## config.mk

```make
export PLATFORM = sky130hd
export DESIGN_NAME = dmem_arbiter_flat
export DESIGN_NICKNAME = d
export VERILOG_FILES = /design/src/rtl/dmem_arbiter_if.sv /design/src/rtl/dmem_arbiter.sv /design/src/flat_wrapper.sv
export SDC_FILE = /design/constraint.sdc
export NUM_CORES = 1
export LEC_CHECK = 0
export ABC_AREA = 1
export CAP_MARGIN = 0
export CORE_AREA = 2 2 99 101
export CTS_BUF_LIST = sky130_fd_sc_hd__clkbuf_16
export CTS_CLUSTER_SIZE = 16
export DETAILED_ROUTE_END_ITERATION = 10
export DIE_AREA = 0 0 101 103
export PLACE_DENSITY = 0.69
export SLEW_MARGIN = 10
export SYNTH_ARGS = -nofsm -noshare
export SYNTH_HDL_FRONTEND = slang
export SYNTH_SLANG_ARGS = --single-unit
```

## constraint.sdc

```tcl
create_clock -name clk_i -period 1.7 [get_ports clk_i]
set_input_delay 0.17 -clock clk_i [delete_from_list [all_inputs] [get_ports clk_i]]
set_output_delay 0.17 -clock clk_i [all_outputs]
set_load 0.02 [all_outputs]
```

## src/rtl/dmem_arbiter_if.sv

```systemverilog
// Bundle of the two requester ports (core and debug/loader) and the memory
// bank port of the data-memory arbiter. Signal suffixes are written from the
// arbiter's point of view: _i enters the arbiter, _o leaves it.
interface dmem_arbiter_if;
  // core (MEM stage) port
  logic        core_req_i;
  logic        core_we_i;
  logic [12:0] core_addr_i;
  logic [3:0]  core_be_i;
  logic [31:0] core_wdata_i;
  logic        core_gnt_o;
  logic        core_rvalid_o;
  logic [31:0] core_rdata_o;
  logic        core_stall_o;

  // debug / loader port
  logic        dbg_req_i;
  logic        dbg_we_i;
  logic [12:0] dbg_addr_i;
  logic [3:0]  dbg_be_i;
  logic [31:0] dbg_wdata_i;
  logic        dbg_gnt_o;
  logic        dbg_rvalid_o;
  logic [31:0] dbg_rdata_o;

  // memory bank port
  logic        mem_en_o;
  logic [3:0]  mem_we_o;
  logic [12:0] mem_addr_o;
  logic [31:0] mem_wdata_o;
  logic [31:0] mem_rdata_i;

  // arbiter side
  modport slave (
    input  core_req_i, core_we_i, core_addr_i, core_be_i, core_wdata_i,
    output core_gnt_o, core_rvalid_o, core_rdata_o, core_stall_o,
    input  dbg_req_i, dbg_we_i, dbg_addr_i, dbg_be_i, dbg_wdata_i,
    output dbg_gnt_o, dbg_rvalid_o, dbg_rdata_o,
    output mem_en_o, mem_we_o, mem_addr_o, mem_wdata_o,
    input  mem_rdata_i
  );

  // requester / memory-model side
  modport master (
    output core_req_i, core_we_i, core_addr_i, core_be_i, core_wdata_i,
    input  core_gnt_o, core_rvalid_o, core_rdata_o, core_stall_o,
    output dbg_req_i, dbg_we_i, dbg_addr_i, dbg_be_i, dbg_wdata_i,
    input  dbg_gnt_o, dbg_rvalid_o, dbg_rdata_o,
    input  mem_en_o, mem_we_o, mem_addr_o, mem_wdata_o,
    output mem_rdata_i
  );
endinterface

```

## src/rtl/dmem_arbiter.sv

```systemverilog
// Two-port data-memory arbiter: the core normally wins a conflict, but after
// STARVE_MAX consecutive lost conflicts the debug/loader port is forced a
// grant. Grants are combinational; read data returns exactly one cycle later
// and is steered to whichever port issued the read.
module dmem_arbiter #(
  parameter int STARVE_MAX = 4  // 1..15
) (
  input  logic           clk_i,
  input  logic           rst_ni,
  dmem_arbiter_if.slave  bus
);

  localparam logic [3:0] STARVE_LIM = 4'(STARVE_MAX);

  logic [3:0] starve_cnt_q, starve_cnt_d;
  logic       rsp_pending_q, rsp_pending_d;
  logic       rsp_owner_q, rsp_owner_d;  // 1 = debug port owns the response

  logic conflict;
  logic dbg_wins;
  logic core_gnt;
  logic dbg_gnt;

  // Arbitration and memory-port steering; reset masks every grant so the bank
  // is idle while rst_ni is low, independent of the clock.
  always_comb begin
    conflict = bus.core_req_i & bus.dbg_req_i;
    dbg_wins = bus.dbg_req_i & (~bus.core_req_i | (starve_cnt_q == STARVE_LIM));
    core_gnt = rst_ni & bus.core_req_i & ~dbg_wins;
    dbg_gnt  = rst_ni & dbg_wins;

    bus.core_gnt_o   = core_gnt;
    bus.dbg_gnt_o    = dbg_gnt;
    bus.core_stall_o = bus.core_req_i & ~core_gnt;

    bus.mem_en_o = core_gnt | dbg_gnt;
    if (dbg_gnt) begin
      bus.mem_addr_o  = bus.dbg_addr_i;
      bus.mem_wdata_o = bus.dbg_wdata_i;
      bus.mem_we_o    = bus.dbg_we_i ? bus.dbg_be_i : 4'b0000;
    end else begin
      // idle cycles still present the core's address/data to the bank
      bus.mem_addr_o  = bus.core_addr_i;
      bus.mem_wdata_o = bus.core_wdata_i;
      bus.mem_we_o    = (core_gnt && bus.core_we_i) ? bus.core_be_i : 4'b0000;
    end
  end

  // Next-state for the starvation counter and the one-deep response tracker.
  always_comb begin
    starve_cnt_d = starve_cnt_q;
    if (dbg_gnt) begin
      starve_cnt_d = 4'd0;
    end else if (conflict && core_gnt && (starve_cnt_q < STARVE_LIM)) begin
      starve_cnt_d = starve_cnt_q + 4'd1;
    end
    rsp_pending_d = (core_gnt & ~bus.core_we_i) | (dbg_gnt & ~bus.dbg_we_i);
    rsp_owner_d   = dbg_gnt;
  end

  // State registers; an asserted reset drops any in-flight read response.
  always_ff @(posedge clk_i or negedge rst_ni) begin
    if (!rst_ni) begin
      starve_cnt_q  <= 4'd0;
      rsp_pending_q <= 1'b0;
      rsp_owner_q   <= 1'b0;
    end else begin
      starve_cnt_q  <= starve_cnt_d;
      rsp_pending_q <= rsp_pending_d;
      rsp_owner_q   <= rsp_owner_d;
    end
  end

  // Response steering: only the owning port sees valid data, others read zero.
  always_comb begin
    bus.core_rvalid_o = rsp_pending_q & ~rsp_owner_q;
    bus.dbg_rvalid_o  = rsp_pending_q & rsp_owner_q;
    bus.core_rdata_o  = bus.core_rvalid_o ? bus.mem_rdata_i : 32'h0;
    bus.dbg_rdata_o   = bus.dbg_rvalid_o ? bus.mem_rdata_i : 32'h0;
  end

endmodule

```

## src/flat_wrapper.sv

```systemverilog
// flat-port wrapper written by rule: the top's interface ports become plain ports
module dmem_arbiter_flat 
#(
  parameter int STARVE_MAX = 4          
)
  (clk_i, rst_ni, bus_core_req_i, bus_core_we_i, bus_core_addr_i, bus_core_be_i, bus_core_wdata_i, bus_core_gnt_o, bus_core_rvalid_o, bus_core_rdata_o, bus_core_stall_o, bus_dbg_req_i, bus_dbg_we_i, bus_dbg_addr_i, bus_dbg_be_i, bus_dbg_wdata_i, bus_dbg_gnt_o, bus_dbg_rvalid_o, bus_dbg_rdata_o, bus_mem_en_o, bus_mem_we_o, bus_mem_addr_o, bus_mem_wdata_o, bus_mem_rdata_i);
  dmem_arbiter_if bus_i ();
  input  logic clk_i;
  input  logic rst_ni;
  input wire logic [$bits(bus_i.core_req_i)-1:0] bus_core_req_i;
  input wire logic [$bits(bus_i.core_we_i)-1:0] bus_core_we_i;
  input wire logic [$bits(bus_i.core_addr_i)-1:0] bus_core_addr_i;
  input wire logic [$bits(bus_i.core_be_i)-1:0] bus_core_be_i;
  input wire logic [$bits(bus_i.core_wdata_i)-1:0] bus_core_wdata_i;
  output wire logic [$bits(bus_i.core_gnt_o)-1:0] bus_core_gnt_o;
  output wire logic [$bits(bus_i.core_rvalid_o)-1:0] bus_core_rvalid_o;
  output wire logic [$bits(bus_i.core_rdata_o)-1:0] bus_core_rdata_o;
  output wire logic [$bits(bus_i.core_stall_o)-1:0] bus_core_stall_o;
  input wire logic [$bits(bus_i.dbg_req_i)-1:0] bus_dbg_req_i;
  input wire logic [$bits(bus_i.dbg_we_i)-1:0] bus_dbg_we_i;
  input wire logic [$bits(bus_i.dbg_addr_i)-1:0] bus_dbg_addr_i;
  input wire logic [$bits(bus_i.dbg_be_i)-1:0] bus_dbg_be_i;
  input wire logic [$bits(bus_i.dbg_wdata_i)-1:0] bus_dbg_wdata_i;
  output wire logic [$bits(bus_i.dbg_gnt_o)-1:0] bus_dbg_gnt_o;
  output wire logic [$bits(bus_i.dbg_rvalid_o)-1:0] bus_dbg_rvalid_o;
  output wire logic [$bits(bus_i.dbg_rdata_o)-1:0] bus_dbg_rdata_o;
  output wire logic [$bits(bus_i.mem_en_o)-1:0] bus_mem_en_o;
  output wire logic [$bits(bus_i.mem_we_o)-1:0] bus_mem_we_o;
  output wire logic [$bits(bus_i.mem_addr_o)-1:0] bus_mem_addr_o;
  output wire logic [$bits(bus_i.mem_wdata_o)-1:0] bus_mem_wdata_o;
  input wire logic [$bits(bus_i.mem_rdata_i)-1:0] bus_mem_rdata_i;
  assign bus_i.core_req_i = bus_core_req_i;
  assign bus_i.core_we_i = bus_core_we_i;
  assign bus_i.core_addr_i = bus_core_addr_i;
  assign bus_i.core_be_i = bus_core_be_i;
  assign bus_i.core_wdata_i = bus_core_wdata_i;
  assign bus_core_gnt_o = bus_i.core_gnt_o;
  assign bus_core_rvalid_o = bus_i.core_rvalid_o;
  assign bus_core_rdata_o = bus_i.core_rdata_o;
  assign bus_core_stall_o = bus_i.core_stall_o;
  assign bus_i.dbg_req_i = bus_dbg_req_i;
  assign bus_i.dbg_we_i = bus_dbg_we_i;
  assign bus_i.dbg_addr_i = bus_dbg_addr_i;
  assign bus_i.dbg_be_i = bus_dbg_be_i;
  assign bus_i.dbg_wdata_i = bus_dbg_wdata_i;
  assign bus_dbg_gnt_o = bus_i.dbg_gnt_o;
  assign bus_dbg_rvalid_o = bus_i.dbg_rvalid_o;
  assign bus_dbg_rdata_o = bus_i.dbg_rdata_o;
  assign bus_mem_en_o = bus_i.mem_en_o;
  assign bus_mem_we_o = bus_i.mem_we_o;
  assign bus_mem_addr_o = bus_i.mem_addr_o;
  assign bus_mem_wdata_o = bus_i.mem_wdata_o;
  assign bus_i.mem_rdata_i = bus_mem_rdata_i;
  dmem_arbiter #(.STARVE_MAX(STARVE_MAX)) u_core (.clk_i(clk_i), .rst_ni(rst_ni), .bus(bus_i));
endmodule
```

==> results.cfg, run 1 <==
[run_status]
outcome = finished with violations
violated_checks = setup timing

[synth]
synth_area_leaders = nand2_1, nor2_1, inv_1
mapped_area_um2 = 1370
synth.yosys.warnings = 0
synth.distinct_cells = 15
post_synth.cell_area_avg_um2 = 4.44
synth_largest_area_cell = nand2_1
synth_seq_cells = 6
ys_seq_area_frac = 0.110
synthesis.nets = 446
synthCells = 308
share_of_yosys_cell_area_claimed_by_the_top_area_cell_type = 0.431

[clock_tree]
worst_skew_pair.late_latency_ps = 230
clkSlewWorstSetupHoldPaths_ps = 40
cts_buffers = 3
bufs_on_longest_clock_path = 2
tritoncts_clock_tree = yes
clkSinkCount = 6
cts.hold.buffers_added = 0
cts.htree.levels = 1
cts_root_buffer = clkbuf_16

[routing]
avgViaCountPerCell = 4.17
via_count = 2924
first_iter_violations = 55
drc = 0
antenna_violating_nets_post_route = 0
detailedRoute.firstPassIterationCount = 4
avgRoutedWirePerCell_um = 13.2
drt-total-wl_mm = 9.24

[timing]
setup-violations-final = 52
final_critical_path_setup_slack_ps = -240
post-route-min-period_ps = 1940
worst_hold_slack_ps = 382
finalMaxSlewViolations = 0
slew_headroom = 0.840
hold_viol = 0
finalCritPeriodShare = 1.14
tightest_slew_ps = 240
worst_case_clock_skew_ps = 1.38
finalSetupTns_ps = -10120
rsz0062_at_grt = yes
timing.fmax_mhz = 515

[die]
core_um2 = 9460
dieArea_um2 = 10400
die_w_um = 101
num_io_pins = 255
placement_rows = 36
initial_utilization = 0.145
die_h_um = 103

[pwr]
p_leak_nw = 2.90
total_power_mw = 1.91
power.density_cell_area_nw_per_um2 = 381
max-vdd-ir-drop_v = 0.000263

[setup_path]
largest_stage_delay_on_the_critical_path_ps = 370
critical_path.reg2reg.endpoint = u_core.starve_cnt_q[0]$_DFFE_PN0P_
worstPathCellList = inv_2, ha_4, nand3_4, nand2_4, nand3_4, clkinv_4, buf_12, buf_12, buf_16, nand2_2, nand2_2, buf_6
reg2reg_depth = 11
worstSetupStartpointType = register
crit_family = buffers and inverters
worstPathBufferInverterCount = 6
cp_data_required_time_ps = 1530
critical_path.endpoint_type = primary output
reg2reg_setup_slack_ps = 50
crit_slowest_cell = dfrtp_1
worst_ep_arrival_time_ps = 1770
reg2reg_from = u_core.starve_cnt_q[1]$_DFFE_PN0P_
path_class = reg2out
path_max_fanout = 8

[placement]
io_buffer_count = 254
routability_congestion = 0.765
detail_placement_hpwl_mm = 6.88

[finish]
final_net_count = 728
mostFrequentLayoutCell = clkdlybuf4s50_1
final_cell_mix = clkdlybuf4s50_1, nor2_1, nand2_1
insertedDiodeCount = 0
layout-drive-gt1-share = 0.389
layout-area-overhead-vs-synth_pct = 267
fin_util = 0.531

[global_routing]
gr-total-overflow = 0
grt_first_pass_wirelength_mm = 12.4
busiest_layer = met2
grt_pass1_vias = 2707
grt_util_all_layers = 0.148
grt_max_degree = 34
use_met3 = 0.0366
antenna_violations_before_repair = 0
grtUsageMet1 = 0.140
globalRouteMet2Util = 0.315

[min_path]
hp-class = in2async

[run]
count_of_maximum_capacitance_violations = 0
==> power breakdown <==
| part | switching, mW | internal [mW] | total, mW |
|---|---|---|---|
| registers | 0.0164 | 0.164 | 0.180 |
| clock network | 0.0851 | 0.302 | 0.388 |
| logic | 0.602 | 0.744 | 1.35 |
==> how the worst max path moves through the flow <==
stage / start / slack (ps) / endpoint / cells past startpoint
2_1_floorplan: u_core.starve_cnt_q[0]$_DFFE_PN0P_ / 150 / bus_mem_addr_o[10] / 9
3_3_place_gp: bus_core_req_i / -470 / bus_mem_we_o[2] / 8
3_5_place_dp: u_core.starve_cnt_q[0]$_DFFE_PN0P_ / -560 / bus_mem_we_o[1] / 10
4_1_cts: u_core.starve_cnt_q[0]$_DFFE_PN0P_ / -230 / bus_mem_addr_o[3] / 12
5_1_grt: u_core.starve_cnt_q[1]$_DFFE_PN0P_ / -290 / bus_mem_addr_o[3] / 12
6_report: u_core.starve_cnt_q[1]$_DFFE_PN0P_ / -240 / bus_mem_addr_o[6] / 12
==> synth_stat cells <==
master    number
buf_2          4
clkbuf_1       8
ha_1           2
nand4_1        1
dfrtp_1        6
or2_2          1
nand3_1        6
nor2_1        71
inv_1         44
nand2_1      157
inv_2          1
o22ai_1        1
nand2_2        1
buf_6          4
nand3_4        1
==> cell type report <==
class                   count  area (um2)
repair buffers            293        3000
inverters                  45         174
flip-flops and latches      6         150
fillers                   887        4440
well taps                 114         143
multi-input cells         241        1480
clock buffers               3        75.1
==> metal layers <==
layer  vias to the layer above  share of wire
met2                       161           0.58
met5                         -              0
li1                       1441              -
met4                         0          0.011
met1                      1314           0.31
met3                         8          0.097
==> cells by family (layout without fill, tap and decap cells) <==
logic type | Yosys count | after routing | share of synthesized area
and+or+nand+nor | 238 | 238 | 0.674
adders and majority gates | 2 | 2 | 0.0183
buffers and inverters | 61 | 341 | 0.193
AOI/OAI and AO/OA | 1 | 1 | 0.00458
DFF | 6 | 6 | 0.110
==> sequential cells by signal (all words and copies together) (netlist names) <==
signal	count
u_core.rsp_pending_q	1
u_core.rsp_owner_q	1
u_core.starve_cnt_q	4
==> repair_timing <==
| item | 4_1_cts | 5_1_grt |
|---|---|---|
| pin swaps | 20 | 40 |
| resized for setup | 460 | 156 |
| buffers inserted | 9 | 4 |
| gates cloned | 4 | 1 |
| setup endpoints to repair | 119 | 89 |
==> metrics by stage <==
stage          cells  worst slack [ps]  instance area (um2)
2_1_floorplan    308               148                 1370
4_1_cts          698              -228                 4700
5_1_grt          702              -295                 5020
3_5_place_dp     682              -560                 4200
3_3_place_gp     682              -473                 4200
6_report         702              -240                 5020
(Power assumes the default switching activity.)
==> inputs of run 2 (changes only) <==
--- a/config.mk
+++ b/config.mk
@@ -5,10 +5,10 @@
 export SDC_FILE = /design/constraint.sdc
 export NUM_CORES = 1
 export LEC_CHECK = 0
-export ABC_AREA = 1
 export CAP_MARGIN = 0
 export CORE_AREA = 2 2 99 101
 export CTS_BUF_LIST = sky130_fd_sc_hd__clkbuf_16
+export CTS_CLUSTER_DIAMETER = 40
 export CTS_CLUSTER_SIZE = 16
 export DETAILED_ROUTE_END_ITERATION = 10
 export DIE_AREA = 0 0 101 103
==> run 2 against run 1 <==
Net effect:
- the flow still finishes with violations (setup timing)
- setup slack got worse by 210 ps
- critical path depth decreased by 4
- fmax fell by 9.7%
- clock power is essentially flat
- synthesized cell count is 47% lower
==> results.cfg, run 2 <==
[finish]
insertedDiodeCount = 0
max_flop_register = u_core.starve_cnt_q
final_cell_mix = clkdlybuf4s50_1, dlygate4sd2_1, buf_6
n_fill_cell = 952
fin_cells = 550
layout-drive-gt1-share = 0.328
largestRegisters = u_core.starve_cnt_q: 4 flops, u_core.rsp_owner_q: 1 flops, u_core.rsp_pending_q: 1 flops
layout-area-overhead-vs-synth_pct = 234
final_net_count = 576
fin_util = 0.483
largest_register_ff_count = 4
mostFrequentLayoutCell = clkdlybuf4s50_1
finalInstanceArea_um2 = 4570

[clock_tree]
cts_buffers = 3
cts.htree.levels = 1
bufs_on_longest_clock_path = 2
clkSinkCount = 6
worst_skew_pair.late_latency_ps = 230
cts_root_buffer = clkbuf_16
clkSlewWorstSetupHoldPaths_ps = 30
tritoncts_clock_tree = yes

[synth]
post_synth_most_frequent_cells = and2_1, and3_1, mux2_1
post_synth.cell_area_avg_um2 = 8.40
synth_seq_cells = 6
ys_seq_area_frac = 0.110
synth.yosys.warnings = 0
synthesis.nets = 301
synthMostInstantiatedCell = and2_1
synth_flop_cell = dfrtp_1
synthCells = 163
synth.distinct_cells = 25
synth_largest_area_cell = mux2_1
mapped_area_um2 = 1370
synth_edf_count = 0
synth_area_leaders = mux2_1, and2_1, and3_1
share_of_yosys_cell_area_claimed_by_the_top_area_cell_type = 0.239
postSynth.asyncResetShare = 1.00

[routing]
avgRoutedWirePerCell_um = 16.8
avgViaCountPerCell = 4.23
via_count = 2326
drc = 0
detailedRoute.firstPassIterationCount = 4
drt-total-wl_mm = 9.22
first_iter_violations = 19
antenna_violating_nets_post_route = 0

[timing]
finalMaxSlewViolations = 0
worst_hold_slack_ps = 266
slew_headroom = 0.840
finalCritPeriodShare = 1.26
hold_viol = 0
tightest_slew_ps = 241
finalSetupTns_ps = -19290
timing.fmax_mhz = 466
rsz0062_at_grt = yes
final_critical_path_setup_slack_ps = -447
worst_case_clock_skew_ps = 1.22
post-route-min-period_ps = 2150
setup-violations-final = 51

[die]
dieArea_um2 = 10400
placement_rows = 36
initial_utilization = 0.145
core_um2 = 9460
num_io_pins = 255
die_h_um = 103
die_w_um = 101

[run]
count_of_maximum_capacitance_violations = 0

[setup_path]
cp_data_required_time_ps = 1530
worstSetupStartpointType = register
reg2reg_depth = 9
worst_ep_arrival_time_ps = 1980
path_max_fanout = 7
path_class = reg2out
critical_path.endpoint_type = primary output

[global_routing]
grt_pass1_vias = 2269
gr-total-overflow = 0
grt_first_pass_wirelength_mm = 11.8
antenna_violations_before_repair = 1
grt_max_degree = 34
grt_util_all_layers = 0.145

[pwr]
power.density_cell_area_nw_per_um2 = 376
p_leak_nw = 2.39
max-vdd-ir-drop_v = 0.000270

[placement]
place.detailed.instances = 535
placed_area_um2 = 4150
detail_placement_hpwl_mm = 7.27
routability_congestion = 0.746
io_buffer_count = 254

[min_path]
hp-class = in2async

[run_status]
violated_checks = setup timing
outcome = finished with violations
[run 2: layer usage]
| layer | GRT usage | vias to the layer above | part of all wire |
|---|---|---|---|
| li1 | - | 1129 | - |
| met1 | 0.153 | 1022 | 0.34 |
| met2 | 0.281 | 165 | 0.54 |
| met3 | 0.0468 | 8 | 0.11 |
| met4 | 0.0281 | 2 | 0.0089 |
| met5 | 0 | - | 0.0014 |
[run 2: cell families after synthesis]
group / count (synthesis) / share of synthesized area
AO/OA/AOI/OAI: 11 / 0.0603
AND/OR/NAND/NOR: 79 / 0.364
buffers and inverters: 20 / 0.0777
flip-flops: 6 / 0.110
multiplexers: 45 / 0.370
adder cells (fa/ha/maj): 2 / 0.0183
[run 2: worst max-delay path, cell delays in order (launching register included)]
cell	delay [ps]
dfrtp_1	380
inv_2	80
ha_4	130
nand3b_1	120
a21oi_4	240
buf_6	180
clkbuf_16	170
mux2_4	310
buf_6	130
[run 2: area by class of cell]
cell class / instances / area (um2) / area share
Clock buffer: 3 / 75.1 / 0.0164
Inverter: 5 / 18.8 / 0.00411
Multi-Input combinational cell: 137 / 1310 / 0.288
Sequential cell: 6 / 150 / 0.0329
Tap cell: 114 / 143 / 0.0312
Timing Repair Buffer: 285 / 2870 / 0.628
[run 2: worst paths after layout]
check,from,endpoint,slack (ps)
max in group asynchronous,rst_ni,u_core.starve_cnt_q[2]$_DFFE_PN0P_,1290
setup reg to reg,u_core.starve_cnt_q[1]$_DFFE_PN0P_,u_core.starve_cnt_q[2]$_DFFE_PN0P_,60
hold / removal,rst_ni,u_core.starve_cnt_q[3]$_DFFE_PN0P_,270
hold reg to reg,u_core.starve_cnt_q[3]$_DFFE_PN0P_,u_core.starve_cnt_q[3]$_DFFE_PN0P_,620
setup / recovery,u_core.starve_cnt_q[1]$_DFFE_PN0P_,bus_mem_wdata_o[18],-450
min in group clk_i,bus_core_we_i,u_core.rsp_pending_q$_DFF_PN0_,620
[run 2: power breakdown]
group	internal, mW	switching (mW)	leakage (nW)
clock network	0.303	0.0865	0.0370
registers	0.158	0.00999	0.0808
logic	0.711	0.451	2.27
total	1.17	0.547	2.39
[run 2: repair_timing]
item / CTS / global route
hold buffers: 0 / 0
cloned: 2 / 2
resized for setup: 340 / 103
setup endpoints to repair: 119 / 54
setup buffers: 4 / 6
pin swaps: 1 / 6
[run 2: per-stage QoR]
stage / total power [mW] / setup slack, ps
finish: 1.72 / -447
global route: 1.81 / -495
CTS: 1.59 / -488
detailed placement: 1.20 / -598
global placement: 1.18 / -591
floorplan: 0.544 / 8.70
